[config.mk]
export PLATFORM = sky130hd
export DESIGN_NAME = hub_port
export DESIGN_NICKNAME = d
export VERILOG_FILES = /design/src/rtl/hub_pkg.sv /design/src/rtl/hub_port.sv
export SDC_FILE = /design/constraint.sdc
export NUM_CORES = 1
export LEC_CHECK = 0
export CAP_MARGIN = 20
export CORE_AREA = 4 4 98 119
export CTS_CLUSTER_SIZE = 14
export DETAILED_ROUTE_END_ITERATION = 7
export DIE_AREA = 0 0 102 123
export GPL_TIMING_DRIVEN = 0
export PLACE_DENSITY = 0.82
export SYNTH_ARGS = -nofsm -noshare
export SYNTH_HDL_FRONTEND = slang
export SYNTH_SLANG_ARGS = --single-unit
[constraint.sdc]
create_clock -name clk_cog -period 2.05 [get_ports clk_cog]
set_input_delay 0.41 -clock clk_cog [delete_from_list [all_inputs] [get_ports clk_cog]]
set_output_delay 0.41 -clock clk_cog [all_outputs]
set_load 0.05 [all_outputs]
[src/rtl/hub_pkg.sv]
// Shared hub-bus definitions: access sizes, request kinds, port FSM states
// and the address alignment helper.
package hub_pkg;

    localparam int HUB_AW = 16;
    localparam int HUB_DW = 32;

    localparam logic [1:0] SZ_BYTE = 2'b00;
    localparam logic [1:0] SZ_WORD = 2'b01;
    localparam logic [1:0] SZ_LONG = 2'b10;

    localparam logic [1:0] K_RD = 2'b00;
    localparam logic [1:0] K_WR = 2'b01;
    localparam logic [1:0] K_OP = 2'b10;

    typedef enum logic [1:0] {
        ST_IDLE,
        ST_ARMED,
        ST_ISSUE,
        ST_RESP
    } hp_state_t;

    // Clear the address bits below the access size; reserved size acts as long.
    function automatic logic [HUB_AW-1:0] hub_align(input logic [HUB_AW-1:0] addr,
                                                    input logic [1:0]        size);
        logic [HUB_AW-1:0] res;
        case (size)
            SZ_BYTE: res = addr;
            SZ_WORD: res = {addr[HUB_AW-1:1], 1'b0};
            default: res = {addr[HUB_AW-1:2], 2'b00};
        endcase
        return res;
    endfunction

endpackage

[src/rtl/hub_port.sv]
// Hub-bus initiator occupying one cog slot on behalf of a non-cog agent.
// Single outstanding request; bus outputs are zero whenever the slot is not selected.
module hub_port
    import hub_pkg::*;
#(
    parameter int TIMEOUT = 8,
    parameter bit ALIGN   = 1'b1
) (
    input  logic              clk_cog,
    input  logic              nres,
    input  logic              ena_bus,
    input  logic              bus_sel,
    input  logic              bus_ack,
    input  logic [HUB_DW-1:0] bus_q,
    input  logic              bus_c,
    output logic              bus_r,
    output logic              bus_e,
    output logic              bus_w,
    output logic [1:0]        bus_s,
    output logic [HUB_AW-1:0] bus_a,
    output logic [HUB_DW-1:0] bus_d,
    input  logic              req_valid,
    output logic              req_ready,
    input  logic [1:0]        req_kind,
    input  logic [1:0]        req_size,
    input  logic [HUB_AW-1:0] req_addr,
    input  logic [HUB_DW-1:0] req_data,
    output logic              rsp_valid,
    input  logic              rsp_ready,
    output logic [HUB_DW-1:0] rsp_data,
    output logic              rsp_c,
    output logic              rsp_err
);

    localparam int            CW      = (TIMEOUT > 0) ? $clog2(TIMEOUT + 1) : 1;
    localparam logic [CW-1:0] CNT_MAX = '1;
    localparam logic [CW-1:0] TO_VAL  = CW'(TIMEOUT);

    hp_state_t         state_q, state_d;
    logic              live_q;
    logic [1:0]        kind_q;
    logic [1:0]        size_q;
    logic [HUB_AW-1:0] addr_q;
    logic [HUB_DW-1:0] data_q;
    logic [CW-1:0]     cnt_q, cnt_d;
    logic [HUB_DW-1:0] rsp_data_q;
    logic              rsp_c_q;
    logic              rsp_err_q;

    logic              load_req;
    logic              cap_ack;
    logic              cap_to;
    logic              drive;
    logic [1:0]        kind_n;
    logic [1:0]        size_n;

    assign kind_n = (req_kind == K_WR || req_kind == K_OP) ? req_kind : K_RD;
    assign size_n = (req_size == 2'b11) ? SZ_LONG : req_size;

    always_comb begin
        state_d  = state_q;
        cnt_d    = cnt_q;
        load_req = 1'b0;
        cap_ack  = 1'b0;
        cap_to   = 1'b0;
        case (state_q)
            ST_IDLE: begin
                if (req_valid && req_ready) begin
                    load_req = 1'b1;
                    state_d  = ST_ARMED;
                end
            end
            ST_ARMED, ST_ISSUE: begin
                // Only a selected slot can answer or close; ack outside the slot is noise.
                if (bus_sel) begin
                    state_d = ST_ISSUE;
                    if (bus_ack) begin
                        cap_ack = 1'b1;
                        state_d = ST_RESP;
                    end else if (ena_bus) begin
                        cnt_d = (cnt_q == CNT_MAX) ? cnt_q : cnt_q + CW'(1);
                        if (TIMEOUT != 0 && cnt_d == TO_VAL) begin
                            cap_to  = 1'b1;
                            state_d = ST_RESP;
                        end
                    end
                end
            end
            ST_RESP: begin
                if (rsp_ready) begin
                    cnt_d   = '0;
                    state_d = ST_IDLE;
                end
            end
            default: state_d = ST_IDLE;
        endcase
    end

    always_ff @(posedge clk_cog or negedge nres) begin
        if (!nres) begin
            state_q    <= ST_IDLE;
            live_q     <= 1'b0;
            kind_q     <= K_RD;
            size_q     <= SZ_BYTE;
            addr_q     <= '0;
            data_q     <= '0;
            cnt_q      <= '0;
            rsp_data_q <= '0;
            rsp_c_q    <= 1'b0;
            rsp_err_q  <= 1'b0;
        end else begin
            state_q <= state_d;
            live_q  <= 1'b1;
            cnt_q   <= cnt_d;
            if (load_req) begin
                kind_q <= kind_n;
                size_q <= size_n;
                addr_q <= ALIGN ? hub_align(req_addr, size_n) : req_addr;
                data_q <= req_data;
            end
            if (cap_ack) begin
                rsp_data_q <= (kind_q == K_WR) ? '0 : bus_q;
                rsp_c_q    <= bus_c;
                rsp_err_q  <= 1'b0;
            end else if (cap_to) begin
                rsp_data_q <= '0;
                rsp_c_q    <= 1'b0;
                rsp_err_q  <= 1'b1;
            end
        end
    end

    // The top level OR-merges these with the cogs, so they must be 0 off-slot.
    assign drive = bus_sel && (state_q == ST_ARMED || state_q == ST_ISSUE);
    assign bus_r = drive;
    assign bus_w = drive && (kind_q == K_WR);
    assign bus_e = drive && (kind_q == K_OP);
    assign bus_s = drive ? size_q : 2'b00;
    assign bus_a = drive ? addr_q : '0;
    assign bus_d = drive ? data_q : '0;

    assign req_ready = live_q && (state_q == ST_IDLE);
    assign rsp_valid = (state_q == ST_RESP);
    assign rsp_data  = rsp_data_q;
    assign rsp_c     = rsp_c_q;
    assign rsp_err   = rsp_err_q;

endmodule

==> impl_metrics.yaml <==
run_status:
  status: "finished with violations"
  violations: "negative setup slack"
final_layout:
  final_nets: 689
  drive_above_1_share: 0.361
  final_design_area_no_fill_um2: 7230
  fin_util: 0.690
  antennaDiodeCount: 0
  nFillCells: 766
  syn_to_final_growth_pct: 62.1
synth:
  yosysTopAreaCell: "dfrtp_1"
  async_flop_share: 1.00
  synth_xor_area_frac: 0
  synth_top_family_by_area: "compound AO/OA/AOI/OAI gates"
  synth_cells: 389
  synth-compound-area-share: 0.154
  syn_area_per_cell_um2: 11.5
  muxShareOfSynthArea: 0.124
  synthAdderAreaFrac: 0.00842
  netlist_top_cells_area: "dfrtp_1 (52%), mux2_2 (12%), and3_1 (7.3%)"
  yosysSeqAreaShare: 0.522
  synth-simple-area-share: 0.146
  ys.warnings.count: 0
  yosysUniqueCellTypes: 41
  synth_commonest_cells: "dfrtp_1 (93), and3_1 (52), mux2_2 (47)"
  netlist.area_leader.share: 0.522
  yosys_register_bits: 93
  synth_ff_type: "dfrtp_1"
  syn_area_um2: 4460
  synth_edf_count: 0
  synth_most_common_cell: "dfrtp_1"
  synth.net_count: 484
power:
  p_total_mw: 13.1
  power_frac_comb: 0.610
  p_seq_frac: 0.251
  peakVddDrop_mv: 1.10
  pwr-share-clk: 0.139
  p_per_area_nw_per_um2: 1810
  p_leak_nw: 3.19
  p_switching_mw: 5.79
  switching_share: 0.443
  internal_power_mw: 7.28
worst_setup_path:
  cp_cell_sequence: "inv_2 > ha_4 > buf_8 > buf_6 > clkbuf_16 > and3_4 > buf_12"
  cp_top_family: "buffers and inverters"
  critPathLaunchType: "flip-flop"
  cp_slowest_stage_delay_ns: 0.40
  critical_path_class: "flip-flop to output port"
  worst-path-max-fanout: 5
  slowest_stage: "dfrtp_1"
  cp_num_buf_inv: 5
  critical_path_depth: 7
  ff2ff_path_depth: 11
  critPathCaptureType: "output port"
  cp.arrival_ns: 1.77
  cp.required_ns: 1.64
timing:
  final.setup_skew_ns: 0.00403
  rsz0062_at_grt: "true"
  setup_slack_ns: -0.130
  maxSlewViolCount: 0
  min_period_ns: 2.18
  min_period_over_period: 1.06
  relSlewSlack: 0.609
  fmax_ghz: 0.459
  finalSetupTns_ns: -4.47
  finalHoldViolations: 0
  worst_pin_slew_ns: 0.586
  setup_viol: 51
detailed_routing:
  dr_total_vias: 3826
  drtAntennaViolNets: 0
  first_iter_violations: 120
  routed_via_density: 5.26
  wirelength_um: 13400
  route.detailed.wl_per_inst_um: 18.4
  first_pass_iters: 4
  drc: 0
placement:
  place_ws_ns: -0.773
  place_area_um2: 6460
  gp_routability_congestion: 0.805
  dp_hpwl_um: 9660
  io_buffer_count: 179
clocking:
  cts_hold_buf: 0
  numCtsBuffers: 9
  clk_pin_slew_ns: 0.06
  cts_tree: "built"
  insertion_delay_ns: 0.34
  max-clock-path-buffers: 2
  cts_sinks: 93
  htree_levels: 3
  cts_root_buf: "clkbuf_16"
flow_run:
  maxCapViolations: 0
floorplanning:
  die_h_um: 123
  dieArea_um2: 12500
  core_um2: 10500
  start_util: 0.426
  fp.dieW_um: 102
  ios: 181
  fp-row-count: 41
global_routing:
  antenna_found_initial: 0
  grt_usage: 0.217
  gr-total-overflow: 0
  grt_max_degree: 52
  grt_pass1_wl_um: 21100
  grt_pass1_vias: 4025
hold_path:
  hold_class: "primary input to async pin"
## sequential cells by signal, indices dropped and copies added, names as in the netlist
signal,flops
rsp_data,32
addr_q,16
size_q,2
state_q,2
kind_q,2
rsp_c,1
cnt_q,4
data_q,32
live_q,1
rsp_err,1
## routing by layer
layer  track usage  vias to the layer above  routed length [um]
met5             0                        -                   0
met4        0.0599                        0                 146
met3         0.117                       11                1790
met2         0.359                      157                6650
met1         0.243                     1848                4790
li1              -                     1810                   -
## area by class of cell
| type | instances | area (um^2) | area share |
|---|---|---|---|
| plain buffers | 30 | 240 | 0.0332 |
| clock buffers | 12 | 256 | 0.0355 |
| clock inverters | 4 | 70.1 | 0.00970 |
| inverters | 7 | 30.0 | 0.00416 |
| multi-input cells | 259 | 2090 | 0.289 |
| flip-flops and latches | 93 | 2330 | 0.322 |
| well taps | 129 | 161 | 0.0223 |
| repair buffers | 194 | 2050 | 0.284 |
## final timing paths
| check | endpoint | slack (ns) | startpoint |
|---|---|---|---|
| setup / recovery | bus_d[29] | -0.13 | state_q[0] |
| hold / removal | rsp_data[30] | 0.07 | nres |
| setup reg to reg | cnt_q[1] | 0.11 | state_q[0] |
| hold reg to reg | size_q[0] | 0.49 | size_q[0] |
| max in group asynchronous | size_q[1] | 1.33 | nres |
| min in group clk_cog | size_q[0] | 0.49 | size_q[0] |
## power groups by stage
stage	clock network [mW]	registers, mW	logic [mW]
finish	1.81	3.28	7.97
global route	1.94	3.38	8.44
CTS	1.84	3.25	7.68
global placement	0	3.21	6.67
floorplan	0	4.10	3.73
detailed placement	0	3.27	6.80
## kinds of logic after synthesis
family / after synthesis
AOI/OAI and AO/OA: 89
DFF: 93
and+or+nand+nor: 118
adders and majority gates: 3
other: 1
buffers and inverters: 37
muxes: 48
## per-stage QoR
step           instances  hold slack [ns]
2_1_floorplan        389            0.114
3_3_place_gp         697            0.457
3_5_place_dp         698            0.445
4_1_cts              721           0.0825
5_1_grt              728           0.0986
6_report             728           0.0716
## cell usage in the layout, fill, tap and decap left out, types with 3 or more instances in the layout
cell type / n
nor2_1: 3
o21ai_0: 11
buf_12: 5
dfrtp_1: 93
inv_1: 3
clkbuf_16: 10
buf_8: 16
nand2b_1: 6
clkbuf_1: 12
buf_2: 5
nand3_1: 3
a22oi_1: 32
a21oi_1: 5
nand2_1: 42
clkbuf_2: 4
and3_1: 30
o21ai_2: 30
clkdlybuf4s50_1: 123
buf_4: 15
buf_6: 40
mux2_2: 47
and3_4: 22
## worst register-to-register path: cells and delay by family (launching register included)
family | cells | cell delay, ns
adder cells (fa/ha/maj) | 1 | 0.22
buffers and inverters | 6 | 0.75
AND/OR/NAND/NOR | 1 | 0.12
AO/OA/AOI/OAI | 3 | 0.33
flip-flops | 1 | 0.40
## repair_timing
item,4_1_cts,5_1_grt
pin swaps,2,4
endpoints found under the setup margin,55,77
hold endpoints to repair,0,0
gates cloned,2,0
setup buffers,5,7
resized for setup,417,31
Power figures use the tool's default switching activity.
==> RTL change (same flow settings) <==
Register the output `rsp_err` once more; this adds one clock of latency there. The other outputs are not delayed to match.
--- a/src/rtl/hub_port.sv
+++ b/src/rtl/hub_port.sv
@@ -143,7 +143,9 @@
     assign rsp_valid = (state_q == ST_RESP);
     assign rsp_data  = rsp_data_q;
     assign rsp_c     = rsp_c_q;
-    assign rsp_err   = rsp_err_q;
+    always_ff @(posedge clk_cog) begin
+        rsp_err <= rsp_err_q;
+    end
 
 endmodule
 
Behaviour: same outputs for any inputs over 4 cycles, from zero or initial values; that may be too few to reach the edited logic, so the function may still have changed.
==> RTL change against the original RTL <==
- the run still ends with setup timing left
- worst hold slack better by 0.037 ns
- power rose by 2.4%
- clock skew rose by 0.00076 ns
- sequential share of layout area shrank 0.43 points
- non-clock buffer count up 1
- worst setup slack better by 0.016 ns
- routed wire length rose by 5.3%
- global-route usage grew 0.88 points
- area after synthesis is 0.45% higher
- cell area grew 2.2%
- sequential cell count is 1 higher
- critical path depth unchanged
- critical path type unchanged
==> RTL change: results (changes against the original RTL) <==
outcome -> finished, violations left
failing checks -> setup timing
Setup Viol. Count Final -> 43 (-16%)
share of layout cells above drive strength 1 -> 37.94% (+1.9 points)
crit-path max FO -> 10 (+5)
Avg Cell Area, Syn -> 11.48 µm² (+0.19%)
clk pwr -> 0.00170 W (-6%)
Crit path largest cell delay -> 0.37 ns (-0.03 ns)
Synth area leaders -> dfrtp_1 52%, mux2_2 12%, and3_1 7.3%
Global Route Usage Sum -> 22.57% (+0.88 points)
FILL cells -> 707 (-7.7%)
vias in the first global route -> 4236 (+5.2%)
PostCTS Resize Cnt -> 423 (+1.4%)
syn nets -> 485 (+0.21%)
sequential cell count -> 94 (+1.1%)
Worst VDD drop -> 1.209 mV (+10%)
Placer Congestion -> 0.7934 (-1.5%)
Final Cell Area -> 0.007387 mm² (+2.2%)
sequential share of the synthesized area -> 52.43% (+0.21 points)
Comb. pwr -> 0.00835 W (+4.8%)
first-pass GRT wire length -> 21850 µm (+3.8%)
non-clock buffer share of cell area -> 32.59% (+0.87 points)
Yosys cell types -> 42 (+2.4%)
multi-input logic area -> 0.002147 mm² (+2.8%)
Slew HR -> 53.64% (-7.3 points)
initial DRC count -> 90 (-25%)
sequential fraction of total cell area -> 31.78% (-0.43 points)
final non-filler cell total -> 730 (+0.27%)
DP HPWL -> 9830 µm (+1.7%)
count of plain and timing-repair buffers -> 225 (+0.45%)
clock skew -> 0.004789 ns (+0.0007578 ns)
Setup WS pre-CTS -> -0.7734 ns (-0.0001260 ns)
post-route setup slack -> -0.1139 ns (+0.01617 ns)
via count -> 3919 (+2.4%)
clk tree area frac -> 3.980% (-0.54 points)
Routed wire per std cell -> 19.28 µm (+5.0%)
crit path DAT -> 1.75 ns (-0.02 ns)
[RTL change: cell count changes after synthesis, sizes merged]
cell / change
dfxtp: +1
[RTL change: worst paths after layout]
path	startpoint	to	slack, ns	cells past startpoint
worst max-delay path	state_q[1]	bus_e	-0.11	7
worst min-delay path	nres	data_q[15]	0.11	1
worst max register to register	state_q[1]	cnt_q[0]	0.09	9
worst min register to register	rsp_err_q	rsp_err	0.37	0
max in group asynchronous	nres	rsp_data[18]	1.26	2
min in group clk_cog	rsp_err_q	rsp_err	0.37	0
[RTL change: logic make-up after synthesis]
kind of cell / share of synthesized area [%]
buf+inv: 4.444
mux: 12.33
flops: 52.43
simple gates: 14.53
compound gates: 15.34
fa+ha+maj: 0.8385
other cells: 0.08377
[RTL change: per-layer routing]
metal  part of all wire, %  GRT usage, %  vias to the layer above  routed length (µm)
li1                      -             -                     1819                   -
met1                    36         25.39                     1891                5123
met2                    50         37.89                      178                7066
met3                    11         9.481                       31                1549
met4                   2.4         8.696                        0                 339
met5                     0             0                        -                   0
